## src/rtl/ram_port_arbiter_pkg.sv

```systemverilog
// Shared encodings for the RAM port-A arbiter: master ids, lock owner and the arbiter state.
package ram_port_arbiter_pkg;

  localparam logic MASTER_M0 = 1'b0;
  localparam logic MASTER_M1 = 1'b1;

  typedef enum logic [1:0] {
    LOCK_NONE = 2'd0,
    LOCK_M0   = 2'd1,
    LOCK_M1   = 2'd2
  } lock_owner_t;

  // Complete arbiter state, kept as one struct so checkers can bind to a single signal.
  typedef struct packed {
    logic        rr_ptr;
    lock_owner_t lock_owner;
  } arb_state_t;

endpackage

```

## src/rtl/rr_arb2.sv

```systemverilog
// Two-requester round-robin arbiter with bus lock; owns rr_ptr and lock_owner.
module rr_arb2
  import ram_port_arbiter_pkg::*;
(
  input  logic       clk,
  input  logic       rst,
  input  logic [1:0] req,
  input  logic [1:0] lock,
  output logic [1:0] gnt
);

  arb_state_t state;
  arb_state_t state_nxt;

  always_ff @(posedge clk) begin
    if (rst) begin
      state.rr_ptr     <= MASTER_M0;
      state.lock_owner <= LOCK_NONE;
    end else begin
      state <= state_nxt;
    end
  end

  // A transfer hands priority to the other master and sets or clears the lock.
  always_comb begin
    state_nxt = state;
    if (gnt[0]) begin
      state_nxt.rr_ptr     = MASTER_M1;
      state_nxt.lock_owner = lock[0] ? LOCK_M0 : LOCK_NONE;
    end else if (gnt[1]) begin
      state_nxt.rr_ptr     = MASTER_M0;
      state_nxt.lock_owner = lock[1] ? LOCK_M1 : LOCK_NONE;
    end
  end

  // A locked owner that stops requesting keeps the bus idle rather than releasing it.
  always_comb begin
    gnt = 2'b00;
    if (!rst) begin
      case (state.lock_owner)
        LOCK_M0: gnt[0] = req[0];
        LOCK_M1: gnt[1] = req[1];
        default: begin
          if (req[0] && req[1]) begin
            gnt = (state.rr_ptr == MASTER_M1) ? 2'b10 : 2'b01;
          end else begin
            gnt = req;
          end
        end
      endcase
    end
  end

endmodule

```

## src/rtl/ram_port_arbiter.sv

```systemverilog
// Shares RAM port A between the CPU (m0) and the time-keeping engine (m1), one access per cycle.
module ram_port_arbiter
  import ram_port_arbiter_pkg::*;
#(
  parameter int ADDRESS_WIDTH = 5
) (
  input  logic                     clk,
  input  logic                     rst,
  input  logic                     m0_req,
  input  logic                     m0_lock,
  input  logic                     m0_we,
  input  logic [ADDRESS_WIDTH-1:0] m0_addr,
  input  logic [3:0]               m0_wstrb,
  input  logic [31:0]              m0_wdata,
  output logic                     m0_gnt,
  output logic                     m0_rvalid,
  output logic [31:0]              m0_rdata,
  input  logic                     m1_req,
  input  logic                     m1_lock,
  input  logic                     m1_we,
  input  logic [ADDRESS_WIDTH-1:0] m1_addr,
  input  logic [3:0]               m1_wstrb,
  input  logic [31:0]              m1_wdata,
  output logic                     m1_gnt,
  output logic                     m1_rvalid,
  output logic [31:0]              m1_rdata,
  output logic [ADDRESS_WIDTH-1:0] ram_addra,
  output logic                     ram_rena,
  output logic                     ram_wena,
  output logic [3:0]               ram_wstrba,
  output logic [31:0]              ram_dina,
  input  logic [31:0]              ram_douta
);

  // Handshake: an access transfers in any cycle with req=1 and gnt=1; the master holds
  // addr/we/wstrb/wdata stable while req=1, and reads answer with rvalid exactly one cycle later.

  logic [1:0] gnt;
  logic       sel;
  logic       sel_we;
  logic       rd_valid_q;
  logic       rd_tag_q;

  rr_arb2 u_arb (
    .clk  (clk),
    .rst  (rst),
    .req  ({m1_req, m0_req}),
    .lock ({m1_lock, m0_lock}),
    .gnt  (gnt)
  );

  assign m0_gnt = gnt[0];
  assign m1_gnt = gnt[1];
  assign sel    = gnt[1] ? MASTER_M1 : MASTER_M0;

  always_comb begin
    if (sel == MASTER_M1) begin
      ram_addra  = m1_addr;
      ram_dina   = m1_wdata;
      ram_wstrba = m1_wstrb;
      sel_we     = m1_we;
    end else begin
      ram_addra  = m0_addr;
      ram_dina   = m0_wdata;
      ram_wstrba = m0_wstrb;
      sel_we     = m0_we;
    end
  end

  assign ram_rena = (|gnt) & ~sel_we;
  assign ram_wena = (|gnt) & sel_we;

  always_ff @(posedge clk) begin
    if (rst) begin
      rd_valid_q <= 1'b0;
      rd_tag_q   <= MASTER_M0;
    end else begin
      rd_valid_q <= ram_rena;
      rd_tag_q   <= sel;
    end
  end

  // Gating with rst drops a read that was in flight when reset arrived.
  assign m0_rvalid = rd_valid_q & (rd_tag_q == MASTER_M0) & ~rst;
  assign m1_rvalid = rd_valid_q & (rd_tag_q == MASTER_M1) & ~rst;
  assign m0_rdata  = m0_rvalid ? ram_douta : 32'h0;
  assign m1_rdata  = m1_rvalid ? ram_douta : 32'h0;

endmodule

```

## config.mk

```make
export PLATFORM = sky130hd
export DESIGN_NAME = ram_port_arbiter
export DESIGN_NICKNAME = d
export VERILOG_FILES = /design/src/rtl/ram_port_arbiter_pkg.sv /design/src/rtl/rr_arb2.sv /design/src/rtl/ram_port_arbiter.sv
export SDC_FILE = /design/constraint.sdc
export NUM_CORES = 1
export LEC_CHECK = 0
export BUFFER_PORTS_ARGS = -buffer_cell sky130_fd_sc_hd__buf_2
export CAP_MARGIN = 30
export CELL_PAD_IN_SITES_DETAIL_PLACEMENT = 0
export CELL_PAD_IN_SITES_GLOBAL_PLACEMENT = 1
export CORE_MARGIN = 2
export CORE_UTILIZATION = 18
export CTS_CLUSTER_SIZE = 14
export DETAILED_ROUTE_END_ITERATION = 12
export GPL_TIMING_DRIVEN = 0
export PLACE_DENSITY = 0.93
export RECOVER_POWER = 25
export SETUP_SLACK_MARGIN = 0.02
export SLEW_MARGIN = 20
export SYNTH_ARGS = -nofsm -noshare
export SYNTH_HDL_FRONTEND = slang
export SYNTH_SLANG_ARGS = --single-unit
```

## constraint.sdc

```tcl
create_clock -name clk -period 3 [get_ports clk]
set_input_delay 0.6 -clock clk [delete_from_list [all_inputs] [get_ports clk]]
set_output_delay 0.6 -clock clk [all_outputs]
set_load 0.02 [all_outputs]
```

Word level (Yosys, flattened, before mapping)
Cells that the tools add are included.

Bits of input ports: 122. Flip-flop bits (word level): 5. Output and inout port bits: 111. Word-level logic and storage cells: 34.

Muxes and demuxes: 16. Equal/unequal tests: 2. Bitwise operators: 9. Reduce and logical (&&, ||, !) cells: 3.

Operators with widths (number): $mux 32 (3); $mux 2 (4); $and 1x1->1 (6); $mux 3 (2); $mux 5 (1); $mux 4 (1); $pmux 1 s2 (2); $mux 1 (3); $not 1->1 (3); $eq 2x1->1 const B (1); $eq 2x2->1 const B (1); $reduce_bool 2->1 (1); $reduce_or 2->1 (1); $logic_and 1x1->1 (1).

Longest topological paths before layout
Depth after elaboration: 8. Depth in mapped cells: 7. Mapped depth without buffers: 5.

Modules after synthesis
Synthesis repeated with hierarchy kept, for this count alone.

Cell total of the unflattened synthesis: 151. Area total of the unflattened synthesis: 1285.0 um^2.

Modules (own cells, without submodules): ram_port_arbiter (area each 1071.0 um^2, times used 1, cells each 128, seq. area each 40.0 um^2); rr_arb2 (area each 214.0 um^2, times used 1, cells each 23, seq. area each 60.1 um^2).

Least setup slack after synthesis
Ideal clock, no wire load.

Kind: reg2out. Start: reg u_arb.state[0] (netlist name). End: out ram_wena. Stages on the path, launching flop included: 8. Buffers on the path: 2. Arrival: 1880 ps. Setup slack: 520 ps. Cells stage by stage: dfxtp_1 -> inv_1 -> ha_1 -> o21a_1 -> and3_4 -> buf_12 -> buf_12 -> o21ai_0.

Word-level cells in the longest chain between the ends: 6. Elaborated cells on any way between the ends: 9.

RTL lines: start: declaration (RTL line rr_arb2.sv:12) `arb_state_t state;`; start signal: assignment (RTL line rr_arb2.sv:20) `state <= state_nxt;`; $eq 2x2->1 / $eq 2x1->1 (equally long branches) (RTL line rr_arb2.sv:40) `case (state.lock_owner)`; $pmux 1 s2 * (RTL line rr_arb2.sv:40); $mux 2 * (RTL line rr_arb2.sv:39) `if (!rst) begin`; net m1_gnt (RTL line ram_port_arbiter.sv:24) `output logic m1_gnt,`; $mux 1 (RTL line ram_port_arbiter.sv:54) `assign sel = gnt[1] ? MASTER_M1 : MASTER_M0;`; $mux 1 (RTL line ram_port_arbiter.sv:57) `if (sel == MASTER_M1) begin`; $and 1x1->1 * (RTL line ram_port_arbiter.sv:71) `assign ram_wena = (|gnt) & sel_we;`; end: declaration (RTL line ram_port_arbiter.sv:29) `output logic ram_wena,`.

The timed path passes the listed nets; every way through them passes the cells marked *.

Worst setup path after layout
Start: reg u_arb.state[0] (netlist name). End: out ram_wstrba[1].

Word-level cells in the longest chain between the ends: 5. Elaborated cells on any way between the ends: 6.

RTL lines: $eq 2x2->1 / $eq 2x1->1 (equally long branches) (RTL line rr_arb2.sv:40); $pmux 1 s2 * (RTL line rr_arb2.sv:40); $mux 2 * (RTL line rr_arb2.sv:39); $mux 1 * (RTL line ram_port_arbiter.sv:54); $mux 4 * (RTL line ram_port_arbiter.sv:57); end: declaration (RTL line ram_port_arbiter.sv:30) `output logic [3:0] ram_wstrba,`.

Mark *: on every way between the ends. The rest lies on a longest branch, timed or not.

==> qor.json <==
{
  "outcome": {"value": "finished clean"},
  "grt_pass1_wl": {"value": 9.018, "unit": "mm"},
  "critPathArrivalTime": {"value": 2.20, "unit": "ns"},
  "tightest_slew": {"value": 0.6635, "unit": "ns"},
  "combinational_family_with_the_most_area_after_synthesis": {"value": "multiplexers"},
  "top_level_ports": {"value": 233},
  "numPortBuffers": {"value": 232},
  "synth-seq-area-share": {"value": 7.011, "unit": "%"},
  "timing.hold.worst_endpoint": {"value": "u_arb.state[0]"},
  "synthDominantAreaCellType": {"value": "sky130_fd_sc_hd__mux2_4"},
  "synthAdderAreaFrac": {"value": 1.753, "unit": "%"},
  "nets": {"value": 510},
  "cts.sink_count": {"value": 5},
  "maxSlewViolCount": {"value": 0},
  "dpl-instance-area": {"value": 2716, "unit": "um2"},
  "switching_power": {"value": 0.2583, "unit": "mW"},
  "cts_max_path_buffers": {"value": 2},
  "design.core.area": {"value": 7687, "unit": "um2"},
  "synth_compound_gate_area_share": {"value": 3.681, "unit": "%"},
  "grt_setup_unrepaired": {"value": "false"},
  "critical_path_endpoint_category": {"value": "output port"},
  "grt_start_max_net_pins": {"value": 11},
  "simple_gate_portion_of_the_synthesized_area": {"value": 35.23, "unit": "%"},
  "worstRegToRegCells": {"value": 7},
  "vdd_drop_max": {"value": 76.75, "unit": "uV"},
  "die_ht": {"value": 93.06, "unit": "um"},
  "grt_busiest_layer": {"value": "met2"},
  "drc": {"value": 0},
  "setup.worst_path.start_class": {"value": "flop"},
  "finalPower": {"value": 0.6386, "unit": "mW"},
  "timing.slew.headroom": {"value": 55.67, "unit": "%"},
  "grt_pass1_vias": {"value": 1994},
  "r2r_setup_slack": {"value": 1.23, "unit": "ns"},
  "p_leak": {"value": 1.603, "unit": "nW"},
  "dp_slack": {"value": 0.2925, "unit": "ns"},
  "antenna_found_initial": {"value": 0},
  "clock-skew-final": {"value": 0.002518, "unit": "ns"},
  "power.internal": {"value": 0.3803, "unit": "mW"},
  "cts-resized-gates": {"value": 0},
  "fin_setup_tns": {"value": 0, "unit": "ns"},
  "hold_depth": {"value": 2},
  "drt_first_pass_iters": {"value": 4},
  "route.final.wire_length": {"value": 6.106, "unit": "mm"},
  "clk_transition_reported_paths": {"value": 0.04, "unit": "ns"},
  "cp_max_fo": {"value": 10},
  "worstHoldPathType": {"value": "flop to flop"},
  "synthXorXnorAreaFrac": {"value": 0, "unit": "%"},
  "r2r_start": {"value": "u_arb.state[0]"},
  "final_antenna_net_count": {"value": 0},
  "placement_rows": {"value": 32},
  "numCtsBuffers": {"value": 3},
  "wire_per_inst": {"value": 12.54, "unit": "um"},
  "synth-seq-cells": {"value": 5},
  "pwr-share-clk": {"value": 20.2, "unit": "%"},
  "fin_area": {"value": 2735, "unit": "um2"},
  "global_route.usage.total": {"value": 12.71, "unit": "%"},
  "setup_fix_bufs_post_cts": {"value": 0},
  "mappedNetlistNets": {"value": 273},
  "setup-violations-final": {"value": 0},
  "min_period_over_period": {"value": 93.44, "unit": "%"},
  "ys.warnings.count": {"value": 0},
  "powerDensity": {"value": 233.5, "unit": "nW/um2"},
  "yosys.cell_types.count": {"value": 24},
  "ys_top_cells_by_area": {"value": "sky130_fd_sc_hd__mux2_4, sky130_fd_sc_hd__and2_1, sky130_fd_sc_hd__buf_12"},
  "cap_viol_max_count": {"value": 0},
  "met2_usage": {"value": 24.94, "unit": "%"},
  "drt_first_iter_violations": {"value": 25},
  "worstSkewPairLatency": {"value": 0.23, "unit": "ns"},
  "critical_path_class": {"value": "flop to output port"},
  "use_met3": {"value": 2.740, "unit": "%"},
  "overflow": {"value": 0},
  "achievable-frequency": {"value": 0.3567, "unit": "GHz"},
  "netlist_instances": {"value": 149},
  "critPathRequiredTime": {"value": 2.40, "unit": "ns"},
  "drive_above_1_share": {"value": 69.35, "unit": "%"},
  "netSwitchingFraction": {"value": 40.45, "unit": "%"},
  "tritoncts_clock_tree": {"value": "yes"},
  "post-dp-hpwl": {"value": 5.416, "unit": "mm"},
  "gp_congestion": {"value": 0.7484},
  "final_period_minus_worst_setup_slack": {"value": 2.803, "unit": "ns"},
  "synth_top_cell_area_share": {"value": 36.81, "unit": "%"},
  "detailroute.via_count": {"value": 1959},
  "chipWidth": {"value": 93.06, "unit": "um"},
  "initial_core_utilization": {"value": 18.57, "unit": "%"},
  "post_synth_instance_area": {"value": 1428, "unit": "um2"},
  "finalHoldViolations": {"value": 0},
  "clk_root_buffer_cell": {"value": "sky130_fd_sc_hd__clkbuf_8"},
  "insertedDiodeCount": {"value": 0},
  "r2r_end": {"value": "u_arb.state[0]"},
  "p_seq_share": {"value": 11.7, "unit": "%"},
  "worstHoldStart": {"value": "u_arb.state[0]"},
  "most_frequent_cells_in_the_layout": {"value": "sky130_fd_sc_hd__buf_2, sky130_fd_sc_hd__and2_1, sky130_fd_sc_hd__mux2_4, sky130_fd_sc_hd__clkbuf_1"},
  "syn2layout_area_growth": {"value": 91.59, "unit": "%"},
  "die-area": {"value": 8659, "unit": "um2"},
  "cts_hold_buffers": {"value": 0},
  "share_comb_of_total_power": {"value": 68.1, "unit": "%"},
  "h_tree_levels": {"value": 1},
  "mostFrequentLayoutCell": {"value": "sky130_fd_sc_hd__buf_2"},
  "synth_mux_area_share": {"value": 42.94, "unit": "%"},
  "routed_via_density": {"value": 4.023},
  "cp_startpoint": {"value": "u_arb.state[0]"},
  "worst_slack": {"value": 0.1967, "unit": "ns"},
  "syn-mean-instance-area": {"value": 9.581, "unit": "um2"},
  "grt_util_met1": {"value": 13.97, "unit": "%"}
}
## cells by family after synthesis
family | count (synthesis)
adders and majority gates | 2
muxes | 43
and+or+nand+nor | 79
AOI/OAI and AO/OA | 6
buffers and inverters | 14
DFF | 5
## cell type report
class,count,area [um2]
Tap cell,102,127.6
Clock buffer,4,45.04
Buffer,11,122.6
Timing Repair Buffer,232,1140
Sequential cell,5,100.1
Fill cell,821,4952
Inverter,3,11.26
Multi-Input combinational cell,130,1189
## cell usage after synthesis
cell type	n
sky130_fd_sc_hd__a211oi_1	1
sky130_fd_sc_hd__a31o_2	1
sky130_fd_sc_hd__and2_1	64
sky130_fd_sc_hd__and3_1	3
sky130_fd_sc_hd__and3_4	1
sky130_fd_sc_hd__buf_12	5
sky130_fd_sc_hd__clkbuf_1	6
sky130_fd_sc_hd__dfxtp_1	5
sky130_fd_sc_hd__ha_1	2
sky130_fd_sc_hd__inv_1	2
sky130_fd_sc_hd__inv_2	1
sky130_fd_sc_hd__mux2_2	6
sky130_fd_sc_hd__mux2_4	35
sky130_fd_sc_hd__mux2i_1	2
sky130_fd_sc_hd__nand3_1	1
sky130_fd_sc_hd__nand3b_1	1
sky130_fd_sc_hd__nand4_1	4
sky130_fd_sc_hd__nand4b_1	1
sky130_fd_sc_hd__nor2b_1	2
sky130_fd_sc_hd__nor3b_1	1
sky130_fd_sc_hd__o21a_1	2
sky130_fd_sc_hd__o21ai_0	1
sky130_fd_sc_hd__o41ai_2	1
sky130_fd_sc_hd__or2_2	1
## layer usage
| layer | vias up | part of all wire (%) |
|---|---|---|
| met4 | 0 | 0.49 |
| met2 | 114 | 52 |
| met3 | 3 | 9.9 |
| met1 | 861 | 38 |
| li1 | 981 | - |
| met5 | - | 0 |
## how the worst max path moves through the flow
stage                     to  slack, ns  depth (start not counted)
3_5_place_dp    m0_rdata[10]       0.29                          5
2_1_floorplan       ram_wena       0.52                          7
6_report       ram_wstrba[1]       0.20                          8
5_1_grt          ram_dina[3]        0.1                          8
3_3_place_gp    m0_rdata[10]       0.31                          5
4_1_cts        ram_wstrba[1]       0.21                          8
## power by group through the flow
| stage | clock (mW) | sequential [mW] | combinational [mW] |
|---|---|---|---|
| floorplan | 0 | 0.0750 | 0.267 |
| global placement | 0 | 0.0753 | 0.435 |
| detailed placement | 0 | 0.0756 | 0.439 |
| CTS | 0.132 | 0.0746 | 0.442 |
| global route | 0.135 | 0.0754 | 0.464 |
| finish | 0.129 | 0.0747 | 0.435 |
## metrics by stage
stage	utilization, %	hold WS [ns]	instances
global placement	35.34	0.4946	483
detailed placement	35.34	0.5042	483
floorplan	-	0.4833	149
CTS	35.92	0.5093	487
finish	35.58	0.5114	487
global route	35.58	0.5393	487
## critical path, stage by stage (launching register included)
cell,delay (ns)
sky130_fd_sc_hd__dfxtp_1,0.33
sky130_fd_sc_hd__inv_1,0.07
sky130_fd_sc_hd__ha_1,0.32
sky130_fd_sc_hd__o21a_1,0.22
sky130_fd_sc_hd__and3_1,0.24
sky130_fd_sc_hd__buf_12,0.16
sky130_fd_sc_hd__buf_12,0.15
sky130_fd_sc_hd__mux2_4,0.31
sky130_fd_sc_hd__buf_2,0.17
## sequential cells by signal, indices dropped and copies added (netlist names)
name and flops:
rd_tag_q 1, rd_valid_q 1, u_arb.state 3
No activity file was read; power rests on OpenSTA's default activity.
